<file path="src/rtl/bcci_axis_out_framer_pkg.sv">
// Shared types and helpers for the upsampler output framer.
package bcci_out_pkg;

    localparam int unsigned DEF_N_PARALLEL     = 4;
    localparam int unsigned DEF_CHANNEL_WIDTH  = 8;
    localparam int unsigned DEF_N_CHANNEL      = 3;
    localparam int unsigned DEF_OUT_FIFO_DEPTH = 16;
    localparam int unsigned DEF_DIM_WIDTH      = 12;
    localparam int unsigned PIX_W              = DEF_N_CHANNEL * DEF_CHANNEL_WIDTH;
    localparam int unsigned PIX_BYTES          = PIX_W / 8;
    localparam int unsigned DEF_AXIS_DATA_W    = DEF_N_PARALLEL * PIX_W;
    localparam int unsigned MAX_KEEP_W         = 256;

    typedef enum logic [1:0] {
        IDLE  = 2'd0,
        RUN   = 2'd1,
        DRAIN = 2'd2,
        DONE  = 2'd3
    } state_e;

    // Byte mask covering pixels 0..rem-1 of a beat.
    function automatic logic [MAX_KEEP_W-1:0] keep_mask(input int unsigned rem,
                                                        input int unsigned pix_bytes);
        logic [MAX_KEEP_W-1:0] m;
        m = '0;
        for (int unsigned i = 0; i < MAX_KEEP_W; i++) begin
            if (i < rem * pix_bytes) m[i] = 1'b1;
        end
        return m;
    endfunction

endpackage

</file>
<file path="src/rtl/bcci_axis_out_framer_if.sv">
// AXI4-Stream bus bundle carrying the framer output.
interface bcci_axis_out_framer_if
    import bcci_out_pkg::*;
#(
    parameter int unsigned DATA_W = DEF_AXIS_DATA_W
);
    logic                  tvalid;
    logic [DATA_W-1:0]     tdata;
    logic [DATA_W/8-1:0]   tkeep;
    logic [DATA_W/8-1:0]   tstrb;
    logic                  tlast;
    logic                  tuser;
    logic                  tready;

    modport master (output tvalid, tdata, tkeep, tstrb, tlast, tuser, input tready);
    modport slave  (input tvalid, tdata, tkeep, tstrb, tlast, tuser, output tready);
endinterface

</file>
<file path="src/rtl/bcci_axis_out_framer_fifo.sv">
// First-word fall-through synchronous FIFO; storage is not reset, only pointers.
module bcci_sync_fifo #(
    parameter int unsigned WIDTH = 96,
    parameter int unsigned DEPTH = 16
) (
    input  logic             clk,
    input  logic             rst_n,
    input  logic             push,
    input  logic [WIDTH-1:0] wr_data,
    input  logic             pop,
    output logic [WIDTH-1:0] rd_data,
    output logic             full,
    output logic             empty
);
    localparam int unsigned AW = (DEPTH > 1) ? $clog2(DEPTH) : 1;
    localparam int unsigned CW = AW + 1;

    logic [WIDTH-1:0] mem_q [DEPTH];
    logic [AW-1:0]    wr_ptr_q, wr_ptr_d;
    logic [AW-1:0]    rd_ptr_q, rd_ptr_d;
    logic [CW-1:0]    count_q, count_d;
    logic             wr_en_c, rd_en_c;

    assign full    = (count_q == CW'(DEPTH));
    assign empty   = (count_q == '0);
    assign rd_data = mem_q[rd_ptr_q];

    // A push into a full FIFO is legal when a pop frees the slot in the same cycle.
    always_comb begin
        wr_en_c  = push && (!full || pop);
        rd_en_c  = pop && !empty;
        wr_ptr_d = wr_en_c ? wr_ptr_q + 1'b1 : wr_ptr_q;
        rd_ptr_d = rd_en_c ? rd_ptr_q + 1'b1 : rd_ptr_q;
        count_d  = count_q + CW'(wr_en_c) - CW'(rd_en_c);
    end

    always_ff @(posedge clk) begin
        if (!rst_n) begin
            wr_ptr_q <= '0;
            rd_ptr_q <= '0;
            count_q  <= '0;
        end else begin
            wr_ptr_q <= wr_ptr_d;
            rd_ptr_q <= rd_ptr_d;
            count_q  <= count_d;
        end
    end

    always_ff @(posedge clk) begin
        if (wr_en_c) mem_q[wr_ptr_q] <= wr_data;
    end

endmodule

</file>
<file path="src/rtl/bcci_axis_out_framer.sv">
// Buffers upsampler beats and frames them as AXI4-Stream with tuser/tlast/tkeep.
module bcci_axis_out_framer
    import bcci_out_pkg::*;
#(
    parameter int unsigned N_PARALLEL     = DEF_N_PARALLEL,
    parameter int unsigned CHANNEL_WIDTH  = DEF_CHANNEL_WIDTH,
    parameter int unsigned N_CHANNEL      = DEF_N_CHANNEL,
    parameter int unsigned OUT_FIFO_DEPTH = DEF_OUT_FIFO_DEPTH,
    parameter int unsigned DIM_WIDTH      = DEF_DIM_WIDTH
) (
    input  logic                            clk,
    input  logic                            rst_n,
    input  logic [DIM_WIDTH-1:0]            cfg_width,
    input  logic [DIM_WIDTH-1:0]            cfg_height,
    input  logic                            cfg_start,
    output logic                            cfg_err,
    output logic                            busy,
    input  logic                            upsp_valid,
    input  logic [N_PARALLEL*N_CHANNEL*CHANNEL_WIDTH-1:0] upsp_data,
    output logic                            upsp_ready,
    bcci_axis_out_framer_if.master          m_axis,
    output logic                            interrupt_updone
);
    localparam int unsigned LANE_W             = N_CHANNEL * CHANNEL_WIDTH;
    localparam int unsigned AXISOUT_DATA_WIDTH = N_PARALLEL * LANE_W;
    localparam int unsigned KEEP_W             = AXISOUT_DATA_WIDTH / 8;
    localparam int unsigned LANE_BYTES         = LANE_W / 8;
    localparam int unsigned TOT_W              = 2 * DIM_WIDTH;

    state_e                  state_q, state_d;
    logic [DIM_WIDTH-1:0]    bpl_q, bpl_d;
    logic [DIM_WIDTH-1:0]    rem_q, rem_d;
    logic [DIM_WIDTH-1:0]    height_q, height_d;
    logic [TOT_W-1:0]        total_q, total_d;
    logic [TOT_W-1:0]        in_cnt_q, in_cnt_d;
    logic [DIM_WIDTH-1:0]    col_q, col_d;
    logic [DIM_WIDTH-1:0]    row_q, row_d;
    logic                    cfg_err_q, cfg_err_d;
    logic                    busy_q, busy_d;
    logic                    done_q, done_d;

    logic                          fifo_full, fifo_empty;
    logic [AXISOUT_DATA_WIDTH-1:0] fifo_rd_data;
    logic                          push_c, pop_c, tvalid_c, tlast_c, tuser_c, end_of_line_c;
    logic [DIM_WIDTH-1:0]          bpl_c, rem_c;
    logic [KEEP_W-1:0]             tkeep_c;

    bcci_sync_fifo #(
        .WIDTH (AXISOUT_DATA_WIDTH),
        .DEPTH (OUT_FIFO_DEPTH)
    ) u_fifo (
        .clk     (clk),
        .rst_n   (rst_n),
        .push    (push_c),
        .wr_data (upsp_data),
        .pop     (pop_c),
        .rd_data (fifo_rd_data),
        .full    (fifo_full),
        .empty   (fifo_empty)
    );

    assign bpl_c = DIM_WIDTH'((32'(cfg_width) + N_PARALLEL - 1) / N_PARALLEL);
    assign rem_c = DIM_WIDTH'(32'(cfg_width) % N_PARALLEL);

    assign upsp_ready    = (state_q == RUN) && !fifo_full && (in_cnt_q < total_q);
    assign push_c        = upsp_valid && upsp_ready;
    assign tvalid_c      = !fifo_empty;
    assign pop_c         = tvalid_c && m_axis.tready;
    assign end_of_line_c = (col_q == bpl_q - 1'b1);
    assign tlast_c       = tvalid_c && end_of_line_c;
    assign tuser_c       = tvalid_c && (col_q == '0) && (row_q == '0);

    // Partial mask only on the last beat of a line whose width is not a beat multiple.
    always_comb begin
        tkeep_c = '0;
        if (tvalid_c) begin
            tkeep_c = '1;
            if (tlast_c && (rem_q != '0)) tkeep_c = KEEP_W'(keep_mask(32'(rem_q), LANE_BYTES));
        end
    end

    assign m_axis.tvalid = tvalid_c;
    assign m_axis.tdata  = tvalid_c ? fifo_rd_data : '0;
    assign m_axis.tkeep  = tkeep_c;
    assign m_axis.tstrb  = tkeep_c;
    assign m_axis.tlast  = tlast_c;
    assign m_axis.tuser  = tuser_c;

    assign cfg_err          = cfg_err_q;
    assign busy             = busy_q;
    assign interrupt_updone = done_q;

    always_comb begin
        state_d   = state_q;
        bpl_d     = bpl_q;
        rem_d     = rem_q;
        height_d  = height_q;
        total_d   = total_q;
        in_cnt_d  = in_cnt_q;
        col_d     = col_q;
        row_d     = row_q;
        cfg_err_d = 1'b0;

        if (push_c) in_cnt_d = in_cnt_q + 1'b1;
        if (pop_c) begin
            if (end_of_line_c) begin
                col_d = '0;
                row_d = row_q + 1'b1;
            end else begin
                col_d = col_q + 1'b1;
            end
        end

        case (state_q)
            IDLE: begin
                if (cfg_start) begin
                    if ((cfg_width != '0) && (cfg_height != '0)) begin
                        bpl_d    = bpl_c;
                        rem_d    = rem_c;
                        height_d = cfg_height;
                        total_d  = TOT_W'(bpl_c) * TOT_W'(cfg_height);
                        in_cnt_d = '0;
                        col_d    = '0;
                        row_d    = '0;
                        state_d  = RUN;
                    end else begin
                        cfg_err_d = 1'b1;
                    end
                end
            end
            RUN: begin
                if (push_c && (in_cnt_q + 1'b1 == total_q)) state_d = DRAIN;
            end
            DRAIN: begin
                if (pop_c && end_of_line_c && (row_q == height_q - 1'b1)) state_d = DONE;
            end
            DONE: begin
                state_d = IDLE;
            end
            default: state_d = IDLE;
        endcase

        busy_d = (state_d == RUN) || (state_d == DRAIN);
        done_d = (state_d == DONE);
    end

    always_ff @(posedge clk) begin
        if (!rst_n) begin
            state_q   <= IDLE;
            bpl_q     <= '0;
            rem_q     <= '0;
            height_q  <= '0;
            total_q   <= '0;
            in_cnt_q  <= '0;
            col_q     <= '0;
            row_q     <= '0;
            cfg_err_q <= 1'b0;
            busy_q    <= 1'b0;
            done_q    <= 1'b0;
        end else begin
            state_q   <= state_d;
            bpl_q     <= bpl_d;
            rem_q     <= rem_d;
            height_q  <= height_d;
            total_q   <= total_d;
            in_cnt_q  <= in_cnt_d;
            col_q     <= col_d;
            row_q     <= row_d;
            cfg_err_q <= cfg_err_d;
            busy_q    <= busy_d;
            done_q    <= done_d;
        end
    end

endmodule

</file>
<file path="src/flat_wrapper.sv">
// flat-port wrapper written by rule: the top's interface ports become plain ports
module bcci_axis_out_framer_flat import bcci_out_pkg::*;
#(
    parameter int unsigned N_PARALLEL     = DEF_N_PARALLEL,
    parameter int unsigned CHANNEL_WIDTH  = DEF_CHANNEL_WIDTH,
    parameter int unsigned N_CHANNEL      = DEF_N_CHANNEL,
    parameter int unsigned OUT_FIFO_DEPTH = DEF_OUT_FIFO_DEPTH,
    parameter int unsigned DIM_WIDTH      = DEF_DIM_WIDTH
)
  (clk, rst_n, cfg_width, cfg_height, cfg_start, cfg_err, busy, upsp_valid, upsp_data, upsp_ready, interrupt_updone, m_axis_tvalid, m_axis_tdata, m_axis_tkeep, m_axis_tstrb, m_axis_tlast, m_axis_tuser, m_axis_tready);
  bcci_axis_out_framer_if #(.DATA_W((96))) m_axis_i ();
  input  logic clk;
  input  logic rst_n;
  input  logic [DIM_WIDTH-1:0] cfg_width;
  input  logic [DIM_WIDTH-1:0] cfg_height;
  input  logic cfg_start;
  output logic cfg_err;
  output logic busy;
  input  logic upsp_valid;
  input  logic [N_PARALLEL*N_CHANNEL*CHANNEL_WIDTH-1:0] upsp_data;
  output logic upsp_ready;
  output logic interrupt_updone;
  output wire logic [$bits(m_axis_i.tvalid)-1:0] m_axis_tvalid;
  output wire logic [$bits(m_axis_i.tdata)-1:0] m_axis_tdata;
  output wire logic [$bits(m_axis_i.tkeep)-1:0] m_axis_tkeep;
  output wire logic [$bits(m_axis_i.tstrb)-1:0] m_axis_tstrb;
  output wire logic [$bits(m_axis_i.tlast)-1:0] m_axis_tlast;
  output wire logic [$bits(m_axis_i.tuser)-1:0] m_axis_tuser;
  input wire logic [$bits(m_axis_i.tready)-1:0] m_axis_tready;
  assign m_axis_tvalid = m_axis_i.tvalid;
  assign m_axis_tdata = m_axis_i.tdata;
  assign m_axis_tkeep = m_axis_i.tkeep;
  assign m_axis_tstrb = m_axis_i.tstrb;
  assign m_axis_tlast = m_axis_i.tlast;
  assign m_axis_tuser = m_axis_i.tuser;
  assign m_axis_i.tready = m_axis_tready;
  bcci_axis_out_framer #(.N_PARALLEL(N_PARALLEL), .CHANNEL_WIDTH(CHANNEL_WIDTH), .N_CHANNEL(N_CHANNEL), .OUT_FIFO_DEPTH(OUT_FIFO_DEPTH), .DIM_WIDTH(DIM_WIDTH)) u_core (.clk(clk), .rst_n(rst_n), .cfg_width(cfg_width), .cfg_height(cfg_height), .cfg_start(cfg_start), .cfg_err(cfg_err), .busy(busy), .upsp_valid(upsp_valid), .upsp_data(upsp_data), .upsp_ready(upsp_ready), .m_axis(m_axis_i), .interrupt_updone(interrupt_updone));
endmodule
</file>
<file path="config.mk">
export PLATFORM = sky130hd
export DESIGN_NAME = bcci_axis_out_framer_flat
export DESIGN_NICKNAME = d
export VERILOG_FILES = /design/src/rtl/bcci_axis_out_framer_pkg.sv /design/src/rtl/bcci_axis_out_framer_if.sv /design/src/rtl/bcci_axis_out_framer_fifo.sv /design/src/rtl/bcci_axis_out_framer.sv /design/src/flat_wrapper.sv
export SDC_FILE = /design/constraint.sdc
export NUM_CORES = 2
export LEC_CHECK = 0
export CORE_MARGIN = 3
export CORE_UTILIZATION = 35
export CTS_BUF_LIST = sky130_fd_sc_hd__clkbuf_2
export CTS_CLUSTER_SIZE = 8
export DETAILED_ROUTE_END_ITERATION = 10
export GPL_TIMING_DRIVEN = 0
export PLACE_DENSITY_LB_ADDON = 0.05
export SETUP_SLACK_MARGIN = 0.4
export SYNTH_ARGS = -nofsm -noshare
export SYNTH_HDL_FRONTEND = slang
export SYNTH_SLANG_ARGS = --single-unit
</file>
<file path="constraint.sdc">
create_clock -name clk -period 14.15 [get_ports clk]
set_clock_uncertainty 0.1 [all_clocks]
set_input_delay 1.415 -clock clk [delete_from_list [all_inputs] [get_ports clk]]
set_output_delay 1.415 -clock clk [all_outputs]
set_load 0.03 [all_outputs]
</file>
== Word-level counts from Yosys, hierarchy flattened ==
Memory sizes are Yosys's and may differ from the RTL's. A register that Yosys moved wholly into a read port is not among the register bits.
Index checks and enable logic that the tools add are counted.
Storage, ports and cells
  output and inout port bits: 127
  bits in writable memories: 1536
  register bits: 116
  memories: 1
Memories
  u_core.u_fifo.mem_q: depth 16, width 96, read ports 1, clocked after memory_dff 1, write ports 1, RTL line bcci_axis_out_framer_fifo.sv:18  | logic [WIDTH-1:0] mem_q [DEPTH];
Operators by class
  multiplexer cells: 39
  $mul: 2
  reductions and logical operators: 27
  equality and inequality tests: 10
  add/subtract/negate cells: 11
  $lt $le $gt $ge: 13
Operators by type and width (number)
  $mux 12: 12
  $mux 24: 4
  $mux 96: 1
  $lt 3x14->1 const A: 4
  $lt 4x14->1 const A: 4
  $reduce_bool 12->1: 3
  $lt 1x14->1 const A: 2
  $lt 2x14->1 const A: 2
  $add 12x1->12 const B: 2
  $add 24x1->24 const B: 1
  $eq 12x12->1: 2
  $eq 24x24->1: 1
  $logic_not 12->1: 2
  $lt 24x24->1: 1
  $mul 12x12->24: 1
  $sub 12x1->12 const B: 2
  $mux 1: 15
  $logic_and 1x1->1: 14
  $sub 14x1->14 const B: 1
  $add 12x3->13 const B: 1
  $add 4x1->4 const B: 2
  $eq 2x2->1 const B: 4
  $mux 2: 4
  $mux 4: 2
  11 further kinds: 15

== Depth between registers and ports, before layout ==
  depth after elaboration: 10
  mapped depth: 29
  mapped depth without buffers: 27

== Modules after synthesis ==
A second synthesis with hierarchy kept.
Second synthesis, totals
  cell total of the unflattened synthesis: 3959
  area total of the unflattened synthesis: 70040.9 µm²
By module, submodules not included
  bcci_sync_fifo: sequential area each 46464.6 µm², cells an instance 2453, area each 58284.6 µm², times used 1
  bcci_axis_out_framer: sequential area each 2042.0 µm², cells an instance 1506, area each 11756.3 µm², times used 1

== Worst setup path after synthesis ==
OpenSTA, ideal clock, no wires.
  path type: input to register
  from: input upsp_valid
  to: memory u_core.u_fifo.mem_q[0][0], enable pin
  required time: 13.382 ns
  arrival time: 8.852 ns
  library setup time: 0.668 ns
  setup slack: 4.530 ns
  buffers on the path: 1
  stages on the path: 5
  cell sequence: inv_1 a211oi_1 clkbuf_1 nand2_1 nor3_1
On the way
  cells in the longest elaborated chain, start to end: 4
Ends and longest elaborated chain
  start: declaration: RTL line flat_wrapper.sv:19  | input logic upsp_valid;
  $logic_and 1x1->1: RTL line bcci_axis_out_framer.sv:66  | assign push_c = upsp_valid && upsp_ready;
  $logic_and 1x1->1: RTL line bcci_axis_out_framer_fifo.sv:30  | wr_en_c = push && (!full || pop);
  $mux 1: RTL line bcci_axis_out_framer_fifo.sv:50  | if (wr_en_c) mem_q[wr_ptr_q] <= wr_data;
  $mux 1 (implied by the code): RTL line bcci_axis_out_framer_fifo.sv:50
  end: declaration: RTL line bcci_axis_out_framer_fifo.sv:18
Every way passes these cells.

== Worst setup path after layout ==
  from: input cfg_width[2]
  to: register u_core.total_q[22]
On the way
  cells in the longest elaborated chain, start to end: 3
  elaborated cells on any way between the ends: 6
Ends and longest elaborated chain
  start: declaration: RTL line flat_wrapper.sv:14  | input logic [DIM_WIDTH-1:0] cfg_width;
  $add 12x3->13 or $reduce_bool 12->1 (tied branches): RTL line bcci_axis_out_framer.sv:62, bcci_axis_out_framer.sv:117
  $sub 14x1->14 or $logic_and 1x1->1 (tied branches): RTL line bcci_axis_out_framer.sv:62, bcci_axis_out_framer.sv:117
  $mul 12x12->24 or $reduce_and 3->1 (tied branches)
  end signal: assignment: RTL line bcci_axis_out_framer.sv:165  | total_q <= total_d;
  end: declaration: RTL line bcci_axis_out_framer.sv:34  | logic [TOT_W-1:0] total_q, total_d;
Several ways; a longest one is shown, not always the timed one.
A chain may end at the register's enable or synchronous reset.

==> impl_metrics.csv <==
group,metric,value,unit
outcome,status,"finished clean",
timing,slew_headroom,0.02708,
cts,clkSinkCount,1656,
synthesis,yosys.cell_types.count,68,
synthesis,synthFlopType,"edfxtp_1",
global_routing,grt_pass1_vias,40740,
timing,finalCritPeriodShare,0.5670,
synthesis,synth.net_count,4044,
cts,cts_tree,"done",
critical_path,end_kind,"flop",
cts,htree_levels,5,
timing,worst_slew_pin_slew,1.459,ns
floorplan,die-area,0.2061,sq mm
cells_and_area,fin_nets,4885,
synthesis,synthArstFlopShare,0,
routing,wl_per_cell,27.42,um
routing,dr_total_vias,38310,
critical_path,r2r_setup_slack,8.76,ns
floorplan,fp-row-count,163,
synthesis,avgSynthCellArea,18.95,sq um
global_routing,grt_usage,0.2012,
placement,hpwl,137300,um
floorplan,design.core.area,0.1984,sq mm
power,power.leakage,27.24,nW
power,power_density,159.1,mW/mm^2
routing,drt-total-wl,206800,um
placement,placed_cell_area,0.07841,sq mm
cells_and_area,n_fill_cell,18110,
critical_path,crit_type,"primary input to flop",
power,ir_drop,0.1066,mV
floorplan,floorplan.initialDensity,0.3539,
floorplan,die_y,453.9,um
routing,drc,0,
min_path,min_path_type,"primary input to flop",
routing,drt_pass1_iterations,7,
timing,final-hold-violation-count,0,
cts,cts.reportedPaths.clkPinSlew,0.08,ns
routing,postRouteAntennaNets,0,
timing,setup_tns,0,ns
cts,cts_inserted_buffers,454,
synthesis,ys_warn_count,0,
floorplan,die_w,453.9,um
global_routing,grt_max_degree,21,
critical_path,startpoint_type,"primary input",
placement,gp_congestion,0.7918,
cells_and_area,postLayoutCellArea,0.08236,sq mm
routing,drt_iter0_markers,3236,
cells_and_area,drive_gt1_frac,0.2776,
cts,ctsLongestPathBuffers,4,
global_routing,grt-ovfl-total,0,
timing,setup_viol,0,
critical_path,critPathRequiredTime,15.58,ns
synthesis,synth_edf_count,1536,
global_routing,grt_pass1_wl,295000,um
cells_and_area,seqCellArea,0.04853,sq mm
floorplan,io_pins,252,
cts,clock-root-buffer,"clkbuf_2",
cts,insertion_delay,1.82,ns
timing,fmaxAchievable,0.1247,GHz
cells_and_area,syn2layout_area_growth,17.27,%
flow_run,maxCapViolations,0,
timing,min_period,8.022,ns
cells_and_area,multi_input_area,0.02029,sq mm
synthesis,ys_seq_area_frac,0.6910,
critical_path,cp_max_fo,10,
critical_path,cp.arrival,9.45,ns
routing,vias_per_cell,5.080,
placement,io_buffers,247,
timing,slew_viol_final,0,
synthesis,synth_cells,3706,
global_routing,antenna_found_initial,32,
synthesis,synth-seq-cells,1656,
timing,rsz0062_at_grt,"false",
synthesis,syn_area,0.07023,sq mm
flip-flops by register name (all words and copies together), names as in the netlist, 4 cells and up, named ones only:
signal,count
u_core.in_cnt_q,24
u_core.bpl_q,12
u_core.total_q,24
u_core.col_q,12
u_core.height_q,12
u_core.u_fifo.mem_q,1536
u_core.u_fifo.count_q,5
u_core.u_fifo.rd_ptr_q,4
u_core.u_fifo.wr_ptr_q,4
u_core.row_q,12
timing repair:
action                                 CTS  global route
setup endpoints to repair                0             0
hold buffers                             2             0
buffers inserted                         0             0
gates resized for setup                  0             0
endpoints found under the hold margin    5             0
final timing paths:
path                  startpoint                          to  depth (start not counted)
max                 cfg_width[2]          u_core.total_q[22]                         25
min                 cfg_width[9]            u_core.bpl_q[11]                          4
max reg2reg  u_core.in_cnt_q[14]  u_core.u_fifo.mem_q[2][89]                         14
min reg2reg    u_core.total_q[0]           u_core.total_q[0]                          1
power breakdown:
| group | switching (mW) | internal, mW | total, mW |
|---|---|---|---|
| registers | 0.0399 | 5.41 | 5.45 |
| clock network | 2.03 | 1.26 | 3.29 |
| logic | 2.48 | 1.89 | 4.37 |
| total | 4.55 | 8.55 | 13.1 |
routing by layer:
metal / part of all wire / GRT usage / up-vias
li1: - / - / 16650
met1: 0.43 / 0.2682 / 20170
met2: 0.49 / 0.3315 / 1084
met3: 0.047 / 0.03760 / 397
met4: 0.030 / 0.06886 / 14
met5: 0.00044 / 0 / -
through the flow:
step / util / cells / setup slack (ns) / power [mW] / hold slack, ns
6_report: 0.4150 / 7542 / 6.128 / 13.11 / 0.3464
5_1_grt: 0.4150 / 7538 / 5.718 / 13.92 / 0.07942
4_1_cts: 0.4147 / 7524 / 5.716 / 13.43 / 0.02703
3_5_place_dp: 0.3951 / 6728 / 4.310 / 10.07 / 0.3859
3_3_place_gp: 0.3830 / 6593 / -7.829 / 10.07 / 0.3815
2_1_floorplan: - / 3706 / 4.530 / 8.334 / 0.3459
area by class of cell:
| class | instances | share of cell area |
|---|---|---|
| Antenna cell | 17 | 0.0005165 |
| Buffer | 204 | 0.01039 |
| Clock buffer | 654 | 0.03974 |
| Clock inverter | 140 | 0.007201 |
| Inverter | 180 | 0.008204 |
| Multi-Input combinational cell | 1666 | 0.2464 |
| Sequential cell | 1656 | 0.5892 |
| Tap cell | 2640 | 0.04011 |
| Timing Repair Buffer | 385 | 0.05826 |
cells in the mapped netlist, types with 5 or more instances:
| master | instances | share of area |
|---|---|---|
| clkbuf_1 | 151 | 0.0081 |
| and4_1 | 8 | 0.0010 |
| mux4_2 | 480 | 0.15 |
| edfxtp_1 | 1536 | 0.66 |
| and3_1 | 18 | 0.0016 |
| xor2_1 | 68 | 0.0085 |
| fa_1 | 101 | 0.029 |
| a211oi_1 | 7 | 0.00075 |
| nor3_1 | 25 | 0.0018 |
| a21oi_1 | 41 | 0.0029 |
| inv_1 | 178 | 0.0095 |
| o2111ai_1 | 6 | 0.00075 |
| or4_1 | 5 | 0.00053 |
| o31ai_1 | 5 | 0.00053 |
| ha_1 | 112 | 0.020 |
| a21o_1 | 5 | 0.00053 |
| a31oi_1 | 13 | 0.0012 |
| o22ai_1 | 17 | 0.0015 |
| nor2_1 | 103 | 0.0055 |
| nand4_1 | 30 | 0.0027 |
| or3_1 | 5 | 0.00045 |
| nand3_1 | 35 | 0.0025 |
| o21ai_0 | 38 | 0.0027 |
| nand2_1 | 152 | 0.0081 |
| nor2b_1 | 7 | 0.00062 |
| nor4_1 | 18 | 0.0016 |
| a22o_1 | 20 | 0.0025 |
| buf_1 | 33 | 0.0018 |
| xnor2_1 | 71 | 0.0089 |
| buf_4 | 18 | 0.0019 |
| nand2b_1 | 12 | 0.0011 |
| nand4b_1 | 6 | 0.00075 |
| o21bai_1 | 6 | 0.00064 |
| dfxtp_1 | 120 | 0.034 |
| and2_1 | 188 | 0.017 |
| o211ai_1 | 8 | 0.00086 |
critical path, cell delays in order:
cell and delay (ns):
clkdlybuf4s50_1 0.58, ha_1 0.36, xnor2_1 0.33, nand4b_1 0.20, nor2_1 0.21, nand3_1 0.17
nor4_1 0.90, clkbuf_1 0.45, nand2_1 0.13, fa_1 0.51, inv_1 0.06, fa_1 0.51
fa_1 0.44, fa_1 0.54, inv_1 0.06, fa_1 0.53, inv_1 0.04, ha_1 0.37
and4_1 0.18, o21ai_0 0.15, o311ai_0 0.24, o41ai_1 0.51, o21ai_0 0.20, xnor2_1 0.26
o22ai_1 0.10
logic make-up (layout without fill, tap and decap cells):
kind of cell               after synthesis  after routing  synth area share
AOI/OAI and AO/OA                      199            199           0.01926
xor gates and xnor gates               139            139           0.01733
adders and majority gates              213            213           0.04874
buffers and inverters                  384           1563           0.02170
DFF                                   1656           1656            0.6910
muxes                                  485            485            0.1547
other                                    0             17                 0
and+or+nand+nor                        630            630           0.04732
cells in the final DEF (no fill, tap or decap), types with 12 or more instances in the layout:
| cell | Yosys | final |
|---|---|---|
| a21oi_1 | 41 | 41 |
| a22o_1 | 20 | 20 |
| a31oi_1 | 13 | 13 |
| and2_1 | 188 | 188 |
| and3_1 | 18 | 18 |
| buf_1 | 33 | 31 |
| buf_12 | 0 | 56 |
| buf_16 | 0 | 17 |
| buf_4 | 18 | 22 |
| buf_6 | 2 | 55 |
| clkbuf_1 | 151 | 147 |
| clkbuf_2 | 0 | 659 |
| clkdlybuf4s50_1 | 0 | 247 |
| clkinv_1 | 1 | 114 |
| clkinv_2 | 0 | 18 |
| dfxtp_1 | 120 | 120 |
| diode_2 | 0 | 17 |
| edfxtp_1 | 1536 | 1536 |
| fa_1 | 101 | 101 |
| ha_1 | 112 | 112 |
| inv_1 | 178 | 178 |
| mux4_2 | 480 | 480 |
| nand2_1 | 152 | 152 |
| nand2b_1 | 12 | 12 |
| nand3_1 | 35 | 35 |
| nand4_1 | 30 | 30 |
| nor2_1 | 103 | 91 |
| nor2_4 | 0 | 12 |
| nor3_1 | 25 | 21 |
| nor4_1 | 18 | 18 |
| o21ai_0 | 38 | 38 |
| o22ai_1 | 17 | 17 |
| xnor2_1 | 71 | 71 |
| xor2_1 | 68 | 68 |
No activity file was read; power rests on OpenSTA's default activity.
